[src/rtl/uart_top.sv]
// Full-duplex 8N1 UART: a free-running 16x baud tick drives the receiver.
// The transmitter times its own bits from the start edge.
module uart_top #(
  parameter int DIV = 11
) (
  input  logic       sys_clk,
  input  logic       sys_rst_l,
  output logic       uart_XMIT_dataH,
  input  logic       xmitH,
  input  logic [7:0] xmit_dataH,
  output logic       xmit_doneH,
  input  logic       uart_REC_dataH,
  output logic [7:0] rec_dataH,
  output logic       rec_readyH
);

  localparam int OVERSAMPLE = 16;
  localparam int BIT_CLKS   = OVERSAMPLE * DIV;
  localparam int DIV_W      = (DIV > 1) ? $clog2(DIV) : 1;
  localparam int BIT_W      = $clog2(BIT_CLKS);
  localparam logic [DIV_W-1:0] DIV_LAST = DIV_W'(DIV - 1);
  localparam logic [BIT_W-1:0] BIT_LAST = BIT_W'(BIT_CLKS - 1);

  typedef enum logic [1:0] {TX_IDLE, TX_START, TX_DATA, TX_STOP} tx_state_t;
  typedef enum logic [2:0] {RX_IDLE, RX_START, RX_DATA, RX_STOP, RX_WAIT} rx_state_t;

  // ---------------- baud tick ----------------
  logic [DIV_W-1:0] div_cnt_q, div_cnt_d;
  logic             tick;

  always_comb begin
    tick      = (div_cnt_q == DIV_LAST);
    div_cnt_d = tick ? '0 : div_cnt_q + DIV_W'(1);
  end

  always_ff @(posedge sys_clk or posedge sys_rst_l) begin
    if (sys_rst_l) div_cnt_q <= '0;
    else           div_cnt_q <= div_cnt_d;
  end

  // ---------------- transmitter ----------------
  tx_state_t        tx_state_q, tx_state_d;
  logic [BIT_W-1:0] tx_cnt_q, tx_cnt_d;
  logic [2:0]       tx_bit_q, tx_bit_d;
  logic [7:0]       tx_shift_q, tx_shift_d;
  logic             tx_line_q, tx_line_d;
  logic             tx_done_q, tx_done_d;
  logic             tx_bit_end;

  always_ff @(posedge sys_clk or posedge sys_rst_l) begin
    if (sys_rst_l) begin
      tx_state_q <= TX_IDLE;
      tx_cnt_q   <= '0;
      tx_bit_q   <= '0;
      tx_shift_q <= '0;
      tx_line_q  <= 1'b1;
      tx_done_q  <= 1'b1;
    end else begin
      tx_state_q <= tx_state_d;
      tx_cnt_q   <= tx_cnt_d;
      tx_bit_q   <= tx_bit_d;
      tx_shift_q <= tx_shift_d;
      tx_line_q  <= tx_line_d;
      tx_done_q  <= tx_done_d;
    end
  end

  // A request seen at the end of a stop bit chains straight into the next start bit.
  always_comb begin
    tx_bit_end = (tx_cnt_q == BIT_LAST);
    tx_state_d = tx_state_q;
    tx_cnt_d   = tx_cnt_q + BIT_W'(1);
    tx_bit_d   = tx_bit_q;
    tx_shift_d = tx_shift_q;
    case (tx_state_q)
      TX_IDLE: begin
        tx_cnt_d = '0;
        if (xmitH) begin
          tx_state_d = TX_START;
          tx_shift_d = xmit_dataH;
        end
      end
      TX_START: begin
        if (tx_bit_end) begin
          tx_cnt_d   = '0;
          tx_bit_d   = '0;
          tx_state_d = TX_DATA;
        end
      end
      TX_DATA: begin
        if (tx_bit_end) begin
          tx_cnt_d   = '0;
          tx_shift_d = {1'b0, tx_shift_q[7:1]};
          if (tx_bit_q == 3'd7) tx_state_d = TX_STOP;
          else                  tx_bit_d   = tx_bit_q + 3'd1;
        end
      end
      TX_STOP: begin
        if (tx_bit_end) begin
          tx_cnt_d = '0;
          if (xmitH) begin
            tx_state_d = TX_START;
            tx_shift_d = xmit_dataH;
          end else begin
            tx_state_d = TX_IDLE;
          end
        end
      end
      default: tx_state_d = TX_IDLE;
    endcase
  end

  always_comb begin
    tx_done_d = (tx_state_d == TX_IDLE);
    case (tx_state_d)
      TX_START: tx_line_d = 1'b0;
      TX_DATA:  tx_line_d = tx_shift_d[0];
      default:  tx_line_d = 1'b1;
    endcase
  end

  assign uart_XMIT_dataH = tx_line_q;
  assign xmit_doneH      = tx_done_q;

  // ---------------- receiver ----------------
  logic [1:0] sync_q;
  logic       rx_s;
  rx_state_t  rx_state_q, rx_state_d;
  logic [3:0] rx_tick_q, rx_tick_d;
  logic [2:0] rx_bit_q, rx_bit_d;
  logic [7:0] rx_shift_q, rx_shift_d;
  logic [7:0] rec_data_q, rec_data_d;
  logic       rec_ready_q, rec_ready_d;

  assign rx_s = sync_q[1];

  always_ff @(posedge sys_clk or posedge sys_rst_l) begin
    if (sys_rst_l) begin
      sync_q      <= 2'b11;
      rx_state_q  <= RX_IDLE;
      rx_tick_q   <= '0;
      rx_bit_q    <= '0;
      rx_shift_q  <= '0;
      rec_data_q  <= '0;
      rec_ready_q <= 1'b0;
    end else begin
      sync_q      <= {sync_q[0], uart_REC_dataH};
      rx_state_q  <= rx_state_d;
      rx_tick_q   <= rx_tick_d;
      rx_bit_q    <= rx_bit_d;
      rx_shift_q  <= rx_shift_d;
      rec_data_q  <= rec_data_d;
      rec_ready_q <= rec_ready_d;
    end
  end

  // After the mid-start check the 4-bit tick count wraps every bit, so tick 15 is mid-bit.
  always_comb begin
    rx_state_d = rx_state_q;
    rx_tick_d  = rx_tick_q;
    rx_bit_d   = rx_bit_q;
    rx_shift_d = rx_shift_q;
    case (rx_state_q)
      RX_IDLE: begin
        if (!rx_s) begin
          rx_state_d = RX_START;
          rx_tick_d  = '0;
        end
      end
      RX_START: begin
        if (tick) begin
          if (rx_tick_q == 4'd7) begin
            rx_tick_d  = '0;
            rx_bit_d   = '0;
            rx_state_d = rx_s ? RX_IDLE : RX_DATA;
          end else begin
            rx_tick_d = rx_tick_q + 4'd1;
          end
        end
      end
      RX_DATA: begin
        if (tick) begin
          rx_tick_d = rx_tick_q + 4'd1;
          if (rx_tick_q == 4'd15) begin
            rx_shift_d = {rx_s, rx_shift_q[7:1]};
            if (rx_bit_q == 3'd7) rx_state_d = RX_STOP;
            else                  rx_bit_d   = rx_bit_q + 3'd1;
          end
        end
      end
      RX_STOP: begin
        if (tick) begin
          rx_tick_d = rx_tick_q + 4'd1;
          if (rx_tick_q == 4'd15) rx_state_d = rx_s ? RX_IDLE : RX_WAIT;
        end
      end
      RX_WAIT: begin
        if (rx_s) rx_state_d = RX_IDLE;
      end
      default: rx_state_d = RX_IDLE;
    endcase
  end

  always_comb begin
    rec_ready_d = (rx_state_q == RX_STOP) && tick && (rx_tick_q == 4'd15) && rx_s;
    rec_data_d  = rec_ready_d ? rx_shift_q : rec_data_q;
  end

  assign rec_dataH  = rec_data_q;
  assign rec_readyH = rec_ready_q;

endmodule

[config.mk]
export PLATFORM = sky130hd
export DESIGN_NAME = uart_top
export DESIGN_NICKNAME = d
export VERILOG_FILES = /design/src/rtl/uart_top.sv
export SDC_FILE = /design/constraint.sdc
export NUM_CORES = 1
export LEC_CHECK = 0
export ABC_AREA = 1
export CORE_ASPECT_RATIO = 1.5
export CORE_MARGIN = 3
export CORE_UTILIZATION = 50
export CTS_BUF_LIST = sky130_fd_sc_hd__clkbuf_2 sky130_fd_sc_hd__clkbuf_4 sky130_fd_sc_hd__clkbuf_8
export DETAILED_ROUTE_END_ITERATION = 10
export MAX_ROUTING_LAYER = met4
export PLACE_DENSITY = 0.7
export SKIP_LAST_GASP = 1
export SYNTH_ARGS = -nofsm -noshare
export SYNTH_HDL_FRONTEND = slang
export SYNTH_SLANG_ARGS = --single-unit
[constraint.sdc]
create_clock -name sys_clk -period 4.7 [get_ports sys_clk]
set_input_delay 0.94 -clock sys_clk [delete_from_list [all_inputs] [get_ports sys_clk]]
set_output_delay 0.94 -clock sys_clk [all_outputs]
set_load 0.005 [all_outputs]
==> impl_metrics.toml, run 1 <==
[critical_path]
slowest_stage = "dfstp_2"
endpoint_kind = "output port"
crit_buf_inv = 1
critPathMaxStageDelay_ns = 0.54
r2r-end = "rec_dataH[2]"
path_max_fanout = 1
arrival_ns = 1.33
crit_required_ns = 3.76
critPathLaunch = "uart_XMIT_dataH"
cp_num_cells = 1
worstPathCellList = "clkdlybuf4s50_1"
reg2reg_slack_ns = 2.99
critPathLaunchType = "flip-flop"
cp_top_family = "flip-flops"
r2r_cells = 8
regToRegStartpoint = "div_cnt_q[0]"
crit_end = "uart_XMIT_dataH"
crit_type = "reg -> out"

[logic_synthesis]
syn_inst = 315
synthTopCellsByArea = "dfrtp_1 48%, nand2_1 12%, inv_1 4.7%"
synth_nets = 333
ys_seq_elements = 56
synth_top_area_cell = "dfrtp_1"
synth_edf_count = 0
synthArstFlopShare_pct = 100.0
syn_area_um2 = 2694
avgSynthCellArea_um2 = 8.552
ys_warn_count = 0
synth_flop_cell = "dfrtp_1"
synthDominantCellAreaShare_pct = 48.30
yosysUniqueCellTypes = 30
ys_seq_area_share_pct = 52.21

[timing]
setup_violations = 0
slew_headroom_pct = 67.31
fin_crit_ns = 2.272
maxSlewViolCount = 0
skew_ns = 0.01319
fin_crit_sh_pct = 48.34
hold_viol = 0
max_freq_mhz = 440.2
rsz0062_at_grt = "no"
worst_pin_slew_ns = 0.4871
tns_ns = 0

[detailed_routing]
via_per_inst = 5.080
drc = 0
wl_met2_um = 2640
drt_wl_total_um = 4758
route.met3.wl_um = 110
drt-pass1-iter-count = 4
ant_nets = 0
vias = 2083
highest-signal-layer = "met4"
wl_met1_um = 1951
dr.first_iter.drc_count = 103
wl_per_cell_um = 11.60

[power_and_ir_drop]
ir_worst_vdd_mv = 0.1943
p_leak_nw = 1.463
powerDensity_nw_per_um2 = 252.6

[floorplanning]
rows = 32
dieArea_um2 = 6322
io_pins = 23
die_y_um = 95.90
start_util_pct = 52.16
core_area_um2 = 5165
die_w_um = 65.93

[clock_tree]
clock_latency_ns = 0.31
clock-root-buffer = "clkbuf_8"
htree_num_levels = 2
cts_buffer_depth = 2
cts_setup_buffers = 0
cts.sinks = 56
cts.hold.buffers_added = 0
cts_tree = "yes"
numCtsBuffers = 5
clk_pin_slew_worst_paths_ns = 0.10
cts_resized = 0

[grt]
grt_pass1_wl_um = 8507
first_global_vias = 1973
grt_max_degree = 42
grtUsageTotal_pct = 17.55
overflow = 0
antenna_found_initial = 0

[job]
maxCapViolCount = 0

[placement]
io_buffers = 22
place_congestion = 0.7903
post_dp_cell_area_um2 = 2968
hpwl_um = 3498

[finish]
nets = 359
syn_to_final_growth_pct = 13.61
diodes = 0
fin_area_um2 = 3060
drive_above_1_share_pct = 12.57

[worst_hold_path]
min_path_type = "reg -> reg"

[outcome]
status = "finished clean"
==> where the power goes <==
part,leakage (nW),internal [W],total [W],switching (W)
combinational,0.725,0.00000909,0.0000215,0.0000124
sequential,0.698,0.000483,0.000484,0.000000903
clock,0.0404,0.000106,0.000267,0.000162
total,1.46,0.000598,0.000773,0.000175
==> through the flow <==
| step | hold slack, ns | power (W) | instances | setup slack [ns] | util [%] |
|---|---|---|---|---|---|
| after CTS | 0.3731 | 0.0007872 | 410 | 2.407 | 59.25 |
| after floorplan | 0.3452 | 0.0005026 | 315 | 2.395 | - |
| after global routing | 0.3748 | 0.0008059 | 410 | 2.381 | 59.25 |
| after global placement | 0.3538 | 0.0005156 | 402 | 2.383 | 57.46 |
| final | 0.3723 | 0.0007730 | 410 | 2.428 | 59.25 |
| after detailed placement | 0.3587 | 0.0005160 | 402 | 2.341 | 57.46 |
==> synthesized netlist by cell type, types with 2 or more instances <==
| master | number |
|---|---|
| o21ai_2 | 7 |
| a21oi_1 | 12 |
| nor2_1 | 25 |
| nand3_2 | 2 |
| ha_1 | 6 |
| xor2_1 | 2 |
| nand3_1 | 22 |
| nor2_4 | 2 |
| inv_2 | 6 |
| nand2_1 | 84 |
| buf_6 | 3 |
| inv_1 | 34 |
| nor3_2 | 2 |
| dfrtp_1 | 52 |
| dfstp_2 | 4 |
| nand2_2 | 5 |
| nand4_1 | 9 |
| o21ai_1 | 11 |
| nor2_2 | 3 |
| o21ai_0 | 14 |
==> how the worst min path moves through the flow <==
stage                            to  slack, ns      start  cells after the start
after floorplan           sync_q[1]       0.35  sync_q[0]                      0
after CTS                 sync_q[1]       0.37  sync_q[0]                      0
after global placement    sync_q[1]       0.35  sync_q[0]                      0
after detailed placement  sync_q[1]       0.36  sync_q[0]                      0
after global routing      sync_q[1]       0.37  sync_q[0]                      0
final                     sync_q[1]       0.37  sync_q[0]                      0
==> cell type report <==
class | instances | area [µm²]
repair buffers | 23 | 227.7
well taps | 68 | 85.08
inverters | 41 | 153.9
fillers | 452 | 2105
clock inverters | 3 | 23.77
flip-flops and latches | 56 | 1406
multi-input cells | 214 | 1095
clock buffers | 5 | 68.82
==> cells in the final DEF, fill, tap and decap left out, drive strengths merged <==
master,instances
clkdlybuf4s50,22
nor3b,1
nand3,24
nand4,9
clkinv,2
xnor2,1
xor2,2
a21boi,1
and2,1
clkbuf,5
inv,40
o211ai,1
dfrtp,52
buf,1
clkinvlp,2
dfstp,4
nor2,30
a21oi,13
nor3,4
ha,6
o21ai,32
nand2,89
==> registers in the layout, indices dropped and copies added, names as in the netlist, 2 cells and up <==
name	flops
tx_bit_q	3
rx_tick_q	4
rx_shift_q	8
rec_dataH	8
tx_shift_q	8
tx_cnt_q	8
rx_state_q	3
rx_bit_q	3
sync_q	2
div_cnt_q	4
tx_state_q	2
==> routing by layer <==
metal | GRT usage, % | up-vias
met5 | - | -
met4 | 5.254 | 0
met3 | 3.271 | 4
met2 | 31.30 | 21
met1 | 19.86 | 999
li1 | - | 1059
==> logic make-up after synthesis <==
kind of cell / share of synthesized area (%)
AO/OA/AOI/OAI: 10.03
AND/OR/NAND/NOR: 26.85
flip-flops: 52.21
XOR/XNOR: 0.9756
adder cells (fa/ha/maj): 2.787
buffers and inverters: 7.152
(Power assumes the default switching activity.)
==> run 2: changes to the inputs <==
clock period = 2.3 ns   (was 4.7 ns; I/O delays follow)
==> impl_metrics.toml, run 2 (synthesis gave the netlist of run 1 again) <==
[outcome]
status = "finished clean"

[detailed_routing]
wl_per_cell_um = 11.32
drt-pass1-iter-count = 4
vias = 2068
dr.first_iter.drc_count = 53
via_per_inst = 5.019
ant_nets = 0
drc = 0
drt_wl_total_um = 4663

[timing]
worst_pin_slew_ns = 0.4665
fin_crit_ns = 1.793
maxSlewViolCount = 0
rsz0062_at_grt = "no"
fin_crit_sh_pct = 77.97
hold_viol = 0
setup_violations = 0
tns_ns = 0
worst_slack_ns = 0.5068
skew_ns = 0.008412
slew_headroom_pct = 68.69
max_freq_mhz = 557.7

[power_and_ir_drop]
ir_worst_vdd_mv = 0.3148
p_leak_nw = 1.487
powerDensity_nw_per_um2 = 540.8

[floorplanning]
core_area_um2 = 5165
io_pins = 23
start_util_pct = 52.16
dieArea_um2 = 6322
die_w_um = 65.93
rows = 32
die_y_um = 95.90

[grt]
overflow = 0
grtUsageTotal_pct = 16.98
first_global_vias = 1982
grt_pass1_wl_um = 8266
grt_max_degree = 20
antenna_found_initial = 0

[critical_path]
endpoint_kind = "output port"
arrival_ns = 1.33
worstPathCellList = "clkdlybuf4s50_1"
crit_required_ns = 1.84
path_max_fanout = 1
crit_buf_inv = 1
slowest_stage = "dfstp_2"
r2r_cells = 8
cp_num_cells = 1
crit_type = "reg -> out"
critPathLaunchType = "flip-flop"
cp_top_family = "flip-flops"
critPathMaxStageDelay_ns = 0.53

[clock_tree]
clk_pin_slew_worst_paths_ns = 0.10
clock-root-buffer = "clkbuf_8"
cts_tree = "yes"
cts.sinks = 56
cts_buffer_depth = 2
cts.hold.buffers_added = 0
numCtsBuffers = 5
cts_setup_buffers = 0
htree_num_levels = 2
clock_latency_ns = 0.31
cts_resized = 0

[finish]
filler_cell_count = 458
syn_to_final_growth_pct = 14.86
layout_commonest_cell = "nand2_1"
drive_above_1_share_pct = 13.08
diodes = 0
nets = 361
mostFrequentLayoutCells = "84 x nand2_1, 52 x dfrtp_1, 33 x inv_1, 25 x nor2_1"

[placement]
io_buffers = 22
place_congestion = 0.8515
pre_cts_slack_ns = 0.4128
hpwl_um = 3516

[worst_hold_path]
min_path_type = "reg -> reg"
worstHoldPathCells = 0

[job]
maxCapViolCount = 0
[run 2: through the flow]
step                      area (µm²)  cells  util (%)  hold WS, ns  total power, W
after global routing            3094    412     59.91       0.3745        0.001737
after CTS                       3094    412     59.91       0.3640        0.001702
after detailed placement        2983    404     57.75       0.3503        0.001057
after global placement          2983    404     57.75       0.3537        0.001056
after floorplan                 2694    315         -       0.3452        0.001027
final                           3094    412     59.91       0.3650        0.001673
[run 2: power breakdown]
part / switching (W) / internal, W / leakage [nW]
clock: 0.000315 / 0.000322 / 0.0541
combinational: 0.0000260 / 0.0000208 / 0.735
sequential: 0.00000170 / 0.000987 / 0.698
[run 2: final cells by class]
type                       instances  area (µm²)  share of cell area [%]
inverter                          41       153.9                   4.974
tap                               68       85.08                   2.750
sequential                        56        1406                   45.45
timing repair buffer              25       242.7                   7.845
multi-input combinational        214        1095                   35.38
clock inverter                     3       42.54                   1.375
clock buffer                       5       68.82                   2.224
[run 2: worst paths after layout]
kind / start / endpoint / slack, ns
min in group asynchronous: sys_rst_l / tx_bit_q[0] / 0.44
max in group asynchronous: sys_rst_l / rec_dataH[6] / 1.28
worst min register to register: sync_q[0] / sync_q[1] / 0.37
worst max-delay path: uart_XMIT_dataH / uart_XMIT_dataH / 0.51
worst min-delay path: sync_q[0] / sync_q[1] / 0.37
worst max register to register: div_cnt_q[0] / rec_dataH[1] / 0.60
[run 2: metal layers]
metal	track usage [%]	vias up	wire, µm
met5	-	-	0
met4	7.119	0	91
met3	2.570	9	118
met2	29.96	30	2473
met1	19.00	961	1980
li1	-	1068	-
==> run 3: changes to the inputs <==
clock period = 1.7 ns   (was 2.3 ns; I/O delays follow)
==> impl_metrics.toml, run 3 (synthesis gave the netlist of run 1 again) <==
[timing]
maxSlewViolCount = 0
setup_violations = 0
hold_viol = 0
hold_ws_ns = 0.3724
fin_crit_sh_pct = 90.04
worst_pin_slew_ns = 0.3810
fin_crit_ns = 1.531
worst_slack_ns = 0.1693
max_freq_mhz = 653.3
tns_ns = 0
slew_headroom_pct = 74.49
skew_ns = 0.01368

[finish]
drive_above_1_share_pct = 16.00
mostFrequentLayoutCells = "83 x nand2_1, 52 x dfrtp_1, 33 x inv_1, 24 x nor2_1, 22 x nand3_1"
layout_commonest_cell = "nand2_1"
filler_cell_count = 447
instances_no_fill = 418
diodes = 0
syn_to_final_growth_pct = 18.11
nets = 367

[detailed_routing]
vias = 2097
wl_per_cell_um = 11.22
via_per_inst = 5.017
dr.first_iter.drc_count = 80
drc = 0
ant_nets = 0
drt-pass1-iter-count = 4
drt_wl_total_um = 4691

[worst_hold_path]
min_path_type = "reg -> reg"

[placement]
placedCellCount = 410
hpwl_um = 3456
pre_cts_slack_ns = 0.1164
io_buffers = 22
place_congestion = 0.9957

[grt]
first_global_vias = 1985
overflow = 0
antenna_found_initial = 0
grt_pass1_wl_um = 8355
grtUsageTotal_pct = 17.44
grt_max_degree = 57

[critical_path]
endpoint_kind = "output port"
arrival_ns = 1.19
path_max_fanout = 2
critPathMaxStageDelay_ns = 0.51
slowest_stage = "clkdlybuf4s50_1"
cp_top_family = "buffers and inverters"
crit_buf_inv = 1
critPathLaunchType = "flip-flop"
worstPathCellList = "clkdlybuf4s50_1"
crit_required_ns = 1.36
crit_type = "reg -> out"

[floorplanning]
io_pins = 23
start_util_pct = 52.16
rows = 32
die_w_um = 65.93
die_y_um = 95.90
core_area_um2 = 5165
dieArea_um2 = 6322

[power_and_ir_drop]
ir_worst_vdd_mv = 0.5833
p_total_w = 0.002172
powerDensity_nw_per_um2 = 682.7
p_leak_nw = 1.556

[clock_tree]
clk_pin_slew_worst_paths_ns = 0.11
cts.sinks = 56
numCtsBuffers = 5
cts_tree = "yes"
htree_num_levels = 2
clock_latency_ns = 0.32
cts_buffer_depth = 2
clock-root-buffer = "clkbuf_8"

[job]
maxCapViolCount = 0

[outcome]
status = "finished clean"
## run 3: per-stage QoR
| stage | area (µm²) | utilization [%] |
|---|---|---|
| after floorplan | 2698 | - |
| after global placement | 3057 | 59.18 |
| after detailed placement | 3057 | 59.18 |
| after CTS | 3151 | 61.00 |
| after global routing | 3182 | 61.60 |
| final | 3182 | 61.60 |
## run 3: final timing paths
check | startpoint | to | slack [ns] | depth (start not counted)
max in group asynchronous | sys_rst_l | xmit_doneH | 0.96 | 3
setup / recovery | rec_dataH[5] | rec_dataH[5] | 0.17 | 1
hold reg to reg | sync_q[0] | sync_q[1] | 0.37 | 0
min in group asynchronous | sys_rst_l | rx_tick_q[0] | 0.43 | 3
setup reg to reg | rx_tick_q[0] | rx_state_q[1] | 0.18 | 10
hold / removal | sync_q[0] | sync_q[1] | 0.37 | 0
## run 3: per-layer routing
metal	share of wire (%)	global-route usage, %	wire length (µm)
met1	42	18.63	1949
met5	0	-	0
met3	2.9	3.388	134
met4	2.7	8.136	127
met2	53	30.79	2480
## run 3: area by class of cell
class	instances	area (µm²)	share of cell area, %
clock inverters	3	25.02	0.7865
repair buffers	31	317.8	9.988
inverters	41	157.7	4.955
multi-input cells	214	1121	35.23
well taps	68	85.08	2.674
clock buffers	5	68.82	2.163
flip-flops and latches	56	1406	44.20
## run 3: timing repair
item | 4_1_cts | 5_1_grt
hold buffers | 0 | 0
setup endpoints to repair | 0 | 20
buffers inserted | 0 | 0
gates resized for setup | 0 | 9
## run 3: where the power goes
part           switching (W)  leakage [nW]  internal (W)  total (W)
logic              0.0000356         0.813     0.0000302  0.0000658
registers         0.00000265         0.698       0.00134    0.00134
clock network       0.000466        0.0452      0.000302   0.000768
